$ cat src/rtl/cpu_clock_ctrl.sv
// Board-side clock/step controller for the single-cycle cpu: debounced step and run/halt keys,
// cpu reset sequencing with real cpu clock pulses, and a count of executed cpu ticks.
module cpu_clock_ctrl #(
  parameter int DEBOUNCE_CYCLES = 1000000,
  parameter int RUN_DIV         = 25000000,
  parameter int RST_TICKS       = 2,
  parameter int CNT_WIDTH       = 16
) (
  input  logic                 clk,
  input  logic                 rst,
  input  logic                 key_step_n,
  input  logic                 key_run_n,
  output logic                 cpu_clk,
  output logic                 cpu_rst,
  output logic                 running,
  output logic [CNT_WIDTH-1:0] tick_count
);

  localparam int DW  = $clog2(DEBOUNCE_CYCLES);
  localparam int VW  = $clog2(RUN_DIV);
  localparam int RW  = $clog2(RST_TICKS + 2);
  localparam logic [DW-1:0] DEB_MAX = DW'(DEBOUNCE_CYCLES - 1);
  localparam logic [VW-1:0] DIV_MAX = VW'(RUN_DIV - 1);
  localparam logic [RW-1:0] RST_MAX = RW'(RST_TICKS);

  localparam logic [1:0] ST_RST_HOLD = 2'd0;
  localparam logic [1:0] ST_HALT     = 2'd1;
  localparam logic [1:0] ST_RUN      = 2'd2;

  // Key index 0 is step, index 1 is run/halt.
  logic [1:0]          w_keys;
  logic [1:0]          r_s1;
  logic [1:0]          r_s2;
  logic [1:0]          r_deb;
  logic [1:0]          r_deb_q;
  logic [DW-1:0]       r_deb_cnt [2];
  logic [1:0]          w_press;

  logic [1:0]          r_state;
  logic                r_phase;
  logic [RW-1:0]       r_rst_cnt;
  logic [VW-1:0]       r_div;
  logic                r_cpu_clk;
  logic                r_cpu_rst;
  logic                r_running;
  logic [CNT_WIDTH-1:0] r_tick_count;
  logic                w_tick;

  assign w_keys  = {key_run_n, key_step_n};
  assign w_press = ~r_deb & r_deb_q;

  always_ff @(posedge clk) begin
    if (rst) begin
      r_s1    <= 2'b11;
      r_s2    <= 2'b11;
      r_deb   <= 2'b11;
      r_deb_q <= 2'b11;
      for (int k = 0; k < 2; k++) r_deb_cnt[k] <= '0;
    end else begin
      r_s1    <= w_keys;
      r_s2    <= r_s1;
      r_deb_q <= r_deb;
      for (int k = 0; k < 2; k++) begin
        if (r_s2[k] != r_deb[k]) begin
          if (r_deb_cnt[k] == DEB_MAX) begin
            r_deb[k]     <= r_s2[k];
            r_deb_cnt[k] <= '0;
          end else begin
            r_deb_cnt[k] <= r_deb_cnt[k] + 1'b1;
          end
        end else begin
          r_deb_cnt[k] <= '0;
        end
      end
    end
  end

  // A run press always takes priority over a tick in the same cycle.
  always_comb begin
    w_tick = 1'b0;
    case (r_state)
      ST_RST_HOLD: w_tick = !r_phase && (r_rst_cnt != RST_MAX);
      ST_HALT:     w_tick = w_press[0] && !w_press[1];
      ST_RUN:      w_tick = !w_press[1] && (r_div == DIV_MAX);
      default:     w_tick = 1'b0;
    endcase
  end

  always_ff @(posedge clk) begin
    if (rst) begin
      r_state      <= ST_RST_HOLD;
      r_phase      <= 1'b0;
      r_rst_cnt    <= '0;
      r_div        <= '0;
      r_cpu_clk    <= 1'b0;
      r_cpu_rst    <= 1'b1;
      r_running    <= 1'b0;
      r_tick_count <= '0;
    end else begin
      r_cpu_clk <= w_tick;
      case (r_state)
        ST_RST_HOLD: begin
          r_phase <= !r_phase;
          if (w_tick) begin
            r_rst_cnt <= r_rst_cnt + 1'b1;
          end else if (!r_phase && r_rst_cnt == RST_MAX) begin
            // Release one full slot after the last reset pulse so the cpu samples rst high.
            r_state   <= ST_HALT;
            r_cpu_rst <= 1'b0;
          end
        end
        ST_HALT: begin
          if (w_press[1]) begin
            r_state   <= ST_RUN;
            r_div     <= '0;
            r_running <= 1'b1;
          end else if (w_tick) begin
            r_tick_count <= r_tick_count + 1'b1;
          end
        end
        ST_RUN: begin
          if (w_press[1]) begin
            r_state   <= ST_HALT;
            r_div     <= '0;
            r_running <= 1'b0;
          end else if (r_div == DIV_MAX) begin
            r_div        <= '0;
            r_tick_count <= r_tick_count + 1'b1;
          end else begin
            r_div <= r_div + 1'b1;
          end
        end
        default: r_state <= ST_RST_HOLD;
      endcase
    end
  end

  assign cpu_clk    = r_cpu_clk;
  assign cpu_rst    = r_cpu_rst;
  assign running    = r_running;
  assign tick_count = r_tick_count;

endmodule
$ cat config.mk
export PLATFORM = sky130hd
export DESIGN_NAME = cpu_clock_ctrl
export DESIGN_NICKNAME = d
export VERILOG_FILES = /design/src/rtl/cpu_clock_ctrl.sv
export SDC_FILE = /design/constraint.sdc
export NUM_CORES = 1
export LEC_CHECK = 0
export BUFFER_PORTS_ARGS = -buffer_cell sky130_fd_sc_hd__buf_2
export CORE_ASPECT_RATIO = 1.25
export CORE_UTILIZATION = 30
export DETAILED_ROUTE_END_ITERATION = 6
export PLACE_DENSITY = 0.54
export SLEW_MARGIN = 15
export SYNTH_ARGS = -nofsm -noshare
export SYNTH_HDL_FRONTEND = slang
export SYNTH_SLANG_ARGS = --single-unit
$ cat constraint.sdc
create_clock -name clk -period 3 [get_ports clk]
set_input_delay 0.3 -clock clk [delete_from_list [all_inputs] [get_ports clk]]
set_output_delay 0.3 -clock clk [all_outputs]
set_load 0.01 [all_outputs]
Word-level counts from Yosys, hierarchy flattened:

Memories as Yosys holds them, arrays and structs flattened.
Index checks and enable logic that the tools add are counted.
Widths: inputs -> output; s select.

* memories kept: 1
* word-level logic and storage cells: 109
* register bits after elaboration: 57
* bits in latches: 0
* bits in read-only memories: 0
* bits in writable memories: 40
* bits of input ports: 4
* output and inout port bits: 19

* multipliers: 0
* div/mod/pow operators: 0
* reductions and logical operators: 16
* add/sub/neg operators: 5
* multiplexer cells: 48
* equality and inequality tests: 17
* magnitude comparators: 0
* bitwise gates (word level): 9
* shift operators: 0

Memory list
* r_deb_cnt: words 2, width 20, rd ports 2, clocked after memory_dff 0, wr ports 2, line 36 `logic [DW-1:0] r_deb_cnt [2];`

Operators by type and width (number)
* $mux 20: 6
* $mux 25: 3
* $mux 16: 4
* $pmux 25 s2: 1
* $add 20x1->20 const B: 2
* $eq 20x20->1 const B: 2
* $pmux 16 s2: 1
* $mux 1: 26
* $add 25x1->25 const B: 1
* $eq 25x25->1 const B: 1
* $ne 2x2->1 const B: 9
* $add 16x1->16 const B: 1
* $mux 2: 4
* $reduce_and 2->1: 4
* $or 1x1->1: 6
* $pmux 2 s3: 1
* $reduce_and 3->1: 2
* $reduce_and 5->1: 1
* $eq 2x2->1 const B: 2
* $logic_and 1x1->1: 4
* $reduce_and 4->1: 1
* $pmux 1 s3: 1
* $add 2x1->2 const B: 1
* $and 2x2->2: 1
* 8 further kinds: 10

Logic depth before layout (Yosys ltp):

* depth in word-level cells: 8
* gate-level depth with buffers: 8
* gate-level depth less buffers: 7

Worst setup path after synthesis:

Ideal clock, no wire load.

* path type: register to register
* start point: reg r_state[0]
* end point: reg r_tick_count[14], in the netlist tick_count[14]
* setup time: 0.121 ns
* cell stages (with the launch flop): 8
* period minus slack after synthesis: 2.214 ns
* arrival: 2.093 ns
* setup slack: 0.786 ns
* path through: dfxtp_1 > inv_1 > ha_1 > and4_1 > nand2_1 > or3_1 > nor4b_1 > mux2_2

* word-level cells in the longest chain between the ends: 4
* elaborated cells between the ends (all ways): 11
* those cells by class: eq/ne (6); mux (2); reduce/logical (3)

Ends and longest elaborated chain
* start: declaration: line 39 `logic [1:0] r_state;`
* start signal: assignment: line 91 `r_state <= ST_RST_HOLD;`
* start signal: assignment: line 108 `r_state <= ST_HALT;`
* start signal: assignment: line 114 `r_state <= ST_RUN;`
* $eq 2x2->1, or another cell as far along: line 81, 101
* $pmux 1 s3: line 81 `case (r_state)`
* $ne 2x2->1 (no source line)
* $reduce_and 5->1 (no source line)
* end signal: assignment: line 118 `r_tick_count <= r_tick_count + 1'b1;`
* end signal: assignment: line 128 `r_tick_count <= r_tick_count + 1'b1;`
* end: declaration: line 46 `logic [CNT_WIDTH-1:0] r_tick_count;`

Parallel ways exist; a longest one is shown, timed or not.
A chain may end at the register's enable or synchronous reset.

Final worst setup path:

* start point: reg r_state[0]
* end point: reg r_tick_count[9], in the netlist tick_count[9]

The elaborated chain is that of the path after synthesis.

==> impl_metrics.env <==
export IMPL_outcome="finished, final reports clean"
export IMPL_coreArea_um2=16200
export IMPL_hold_buffers=0
export IMPL_power_density_nw_per_um2=524.8
export IMPL_vias=3777
export IMPL_wl_per_cell_um=12.15
export IMPL_utilization=0.3513
export IMPL_cap_viol_max_count=0
export IMPL_fp_dieH_um=145.8
export IMPL_nets=590
export IMPL_crit_chain="inv_1 > ha_1 > nor3b_1 > or2b_2 > o21ai_1 > nor4_1 > mux2_2"
export IMPL_period_minus_slack_ns=2.632
export IMPL_areaGrowthSynthToFinish_pct=14.70
export IMPL_grt_start_max_net_pins=26
export IMPL_skew_ns=0.007336
export IMPL_critical_path_arrival_ns=2.87
export IMPL_rsz0062_at_grt="no"
export IMPL_io_buffer_count=22
export IMPL_path_delay_family="compound AO/OA/AOI/OAI gates"
export IMPL_fin_cells=798
export IMPL_cts_buffer_depth=2
export IMPL_cts_resized_gates=0
export IMPL_drive_above_1_share=0.1168
export IMPL_multi_input_area_um2=2603
export IMPL_ys_seq_elements=97
export IMPL_syn_area_um2=4961
export IMPL_postRouteAntennaNets=0
export IMPL_drtIter0Drc=195
export IMPL_setup_tns_ns=0
export IMPL_postPlaceCellArea_um2=5393
export IMPL_fmax_ghz=0.3800
export IMPL_h_tree_depth=3
export IMPL_postCtsSetupBuffers=0
export IMPL_gp_congestion=0.7954
export IMPL_reg2reg_depth=7
export IMPL_synth_cell_type_count=58
export IMPL_slew_headroom=0.2842
export IMPL_clockRootBuffer="clkbuf_16"
export IMPL_netlist_area_leader_share=0.2421
export IMPL_wl_mm=9.696
export IMPL_cp_slowest_cell="o21ai_1"
export IMPL_io_pins=23
export IMPL_overflow=0
export IMPL_synthArstFlopShare=0
export IMPL_cp_max_fo=15
export IMPL_drv_slew=0
export IMPL_power_leakage_nw=2.012
export IMPL_yosysSeqAreaShare=0.4721
export IMPL_grt_total_usage=0.1220
export IMPL_worst_ep_required_time_ns=3.24
export IMPL_synth_most_common_cell="nor2_1"
export IMPL_synth_edf_count=40
export IMPL_synthTopCellsByArea="edfxtp_1, dfxtp_1, nor2_1, xor2_1, xnor2_1"
export IMPL_seqCellArea_um2=2342
export IMPL_synthTopCellsByCount="nor2_1, dfxtp_1, edfxtp_1"
export IMPL_die_area_um2=17060
export IMPL_yosys_area_top_type="edfxtp_1"
export IMPL_yosysWarnings=0
export IMPL_grt_pass1_vias=3494
export IMPL_start_kind="flop"
export IMPL_cts_tree="done"
export IMPL_diodes=0
export IMPL_numCtsBuffers=9
export IMPL_initial_core_util=0.3062
export IMPL_path_clk_slew_ns=0.07
export IMPL_synth_top_flop_cell="dfxtp_1"
export IMPL_routed_via_density=4.733
export IMPL_tightest_slew_ns=1.070
export IMPL_syn_inst=519
export IMPL_cp_depth=7
export IMPL_syn_area_per_cell_um2=9.559
export IMPL_dp_cells=782
export IMPL_max_stage_delay_ns=0.79
export IMPL_rows=52
export IMPL_post_dp_hpwl_mm=6.819
export IMPL_stdcell_area_um2=5690
export IMPL_die_w_um=117.0
export IMPL_clkLatencyLatePin_ns=0.35
export IMPL_drc=0
export IMPL_hold_viol_final=0
export IMPL_min_period_over_period=0.8773
export IMPL_antenna_found_initial=0
export IMPL_hold_depth=2
export IMPL_endpoint_kind="flop"
export IMPL_setup_violations=0
export IMPL_crit_type="reg2reg"
export IMPL_critPathBufInv=1
export IMPL_clkSinkCount=97
export IMPL_grt_pass1_wl_mm=16.38
export IMPL_irDropWorstVdd_uv=304.3
export IMPL_fill_cells=1641
export IMPL_hold_class="in2reg"
export IMPL_drt_pre_antenna_iters=4
-- flip-flops by register name, summed over array words and instances (netlist names), 2 cells and up --
name / cells
tick_count: 16
r_deb: 2
r_s2: 2
r_state: 2
r_deb_cnt: 40
r_s1: 2
r_rst_cnt: 2
r_deb_q: 2
r_div: 25
-- metrics by stage --
stage	total power, mW	hold slack (ns)	setup WS, ns
2_1_floorplan	1.769	0.3895	0.7859
6_report	2.986	0.1283	0.3681
3_5_place_dp	1.847	0.3955	0.3711
3_3_place_gp	1.836	0.3952	0.4830
5_1_grt	3.128	0.1294	0.1044
4_1_cts	3.027	0.1164	0.3685
-- cells by family (layout without fill, tap and decap cells) --
logic type | after synthesis | after routing | synth area share
DFF | 97 | 97 | 0.4721
adders and majority gates | 9 | 9 | 0.02270
muxes | 11 | 11 | 0.02446
other | 1 | 40 | 0.0007559
buffers and inverters | 30 | 54 | 0.03279
xor gates and xnor gates | 63 | 63 | 0.1112
and+or+nand+nor | 269 | 269 | 0.2779
AOI/OAI and AO/OA | 39 | 39 | 0.05801
-- where the power goes --
part	total [mW]	switching, mW	internal (mW)	leakage [nW]
logic	0.325	0.180	0.144	0.994
registers	1.49	0.0578	1.43	0.874
clock network	1.17	0.498	0.672	0.143
-- per-layer routing --
layer / part of all wire / GRT usage / vias up
li1: - / - / 1925
met1: 0.47 / 0.1474 / 1793
met2: 0.48 / 0.2009 / 47
met3: 0.028 / 0.02999 / 12
met4: 0.021 / 0.05696 / 0
met5: 0 / 0 / -
-- final timing paths --
check / slack (ns) / endpoint / startpoint
min reg2reg: 0.41 / r_s2[1] / r_s1[1]
max: 0.37 / tick_count[9] / r_state[0]
max reg2reg: 0.37 / tick_count[9] / r_state[0]
min: 0.13 / r_s1[1] / key_run_n
-- placed cells by master, fill, tap and decap left out, drive strengths merged, types with 10 or more instances in the layout --
cell    count
nor2       94
nand2      32
conb       40
nand3      35
a21oi      10
clkbuf     12
xnor2      24
nor4       10
inv        15
dfxtp      57
nor2b      12
buf        24
xor2       39
edfxtp     40
nand4      23
-- cell type report --
| class | instances | area share |
|---|---|---|
| flip-flops and latches | 97 | 0.4116 |
| inverters | 14 | 0.009235 |
| clock inverters | 4 | 0.009015 |
| multi-input cells | 431 | 0.4573 |
| well taps | 216 | 0.04749 |
| repair buffers | 24 | 0.02199 |
| clock buffers | 12 | 0.04332 |
Power figures use the tool's default switching activity.
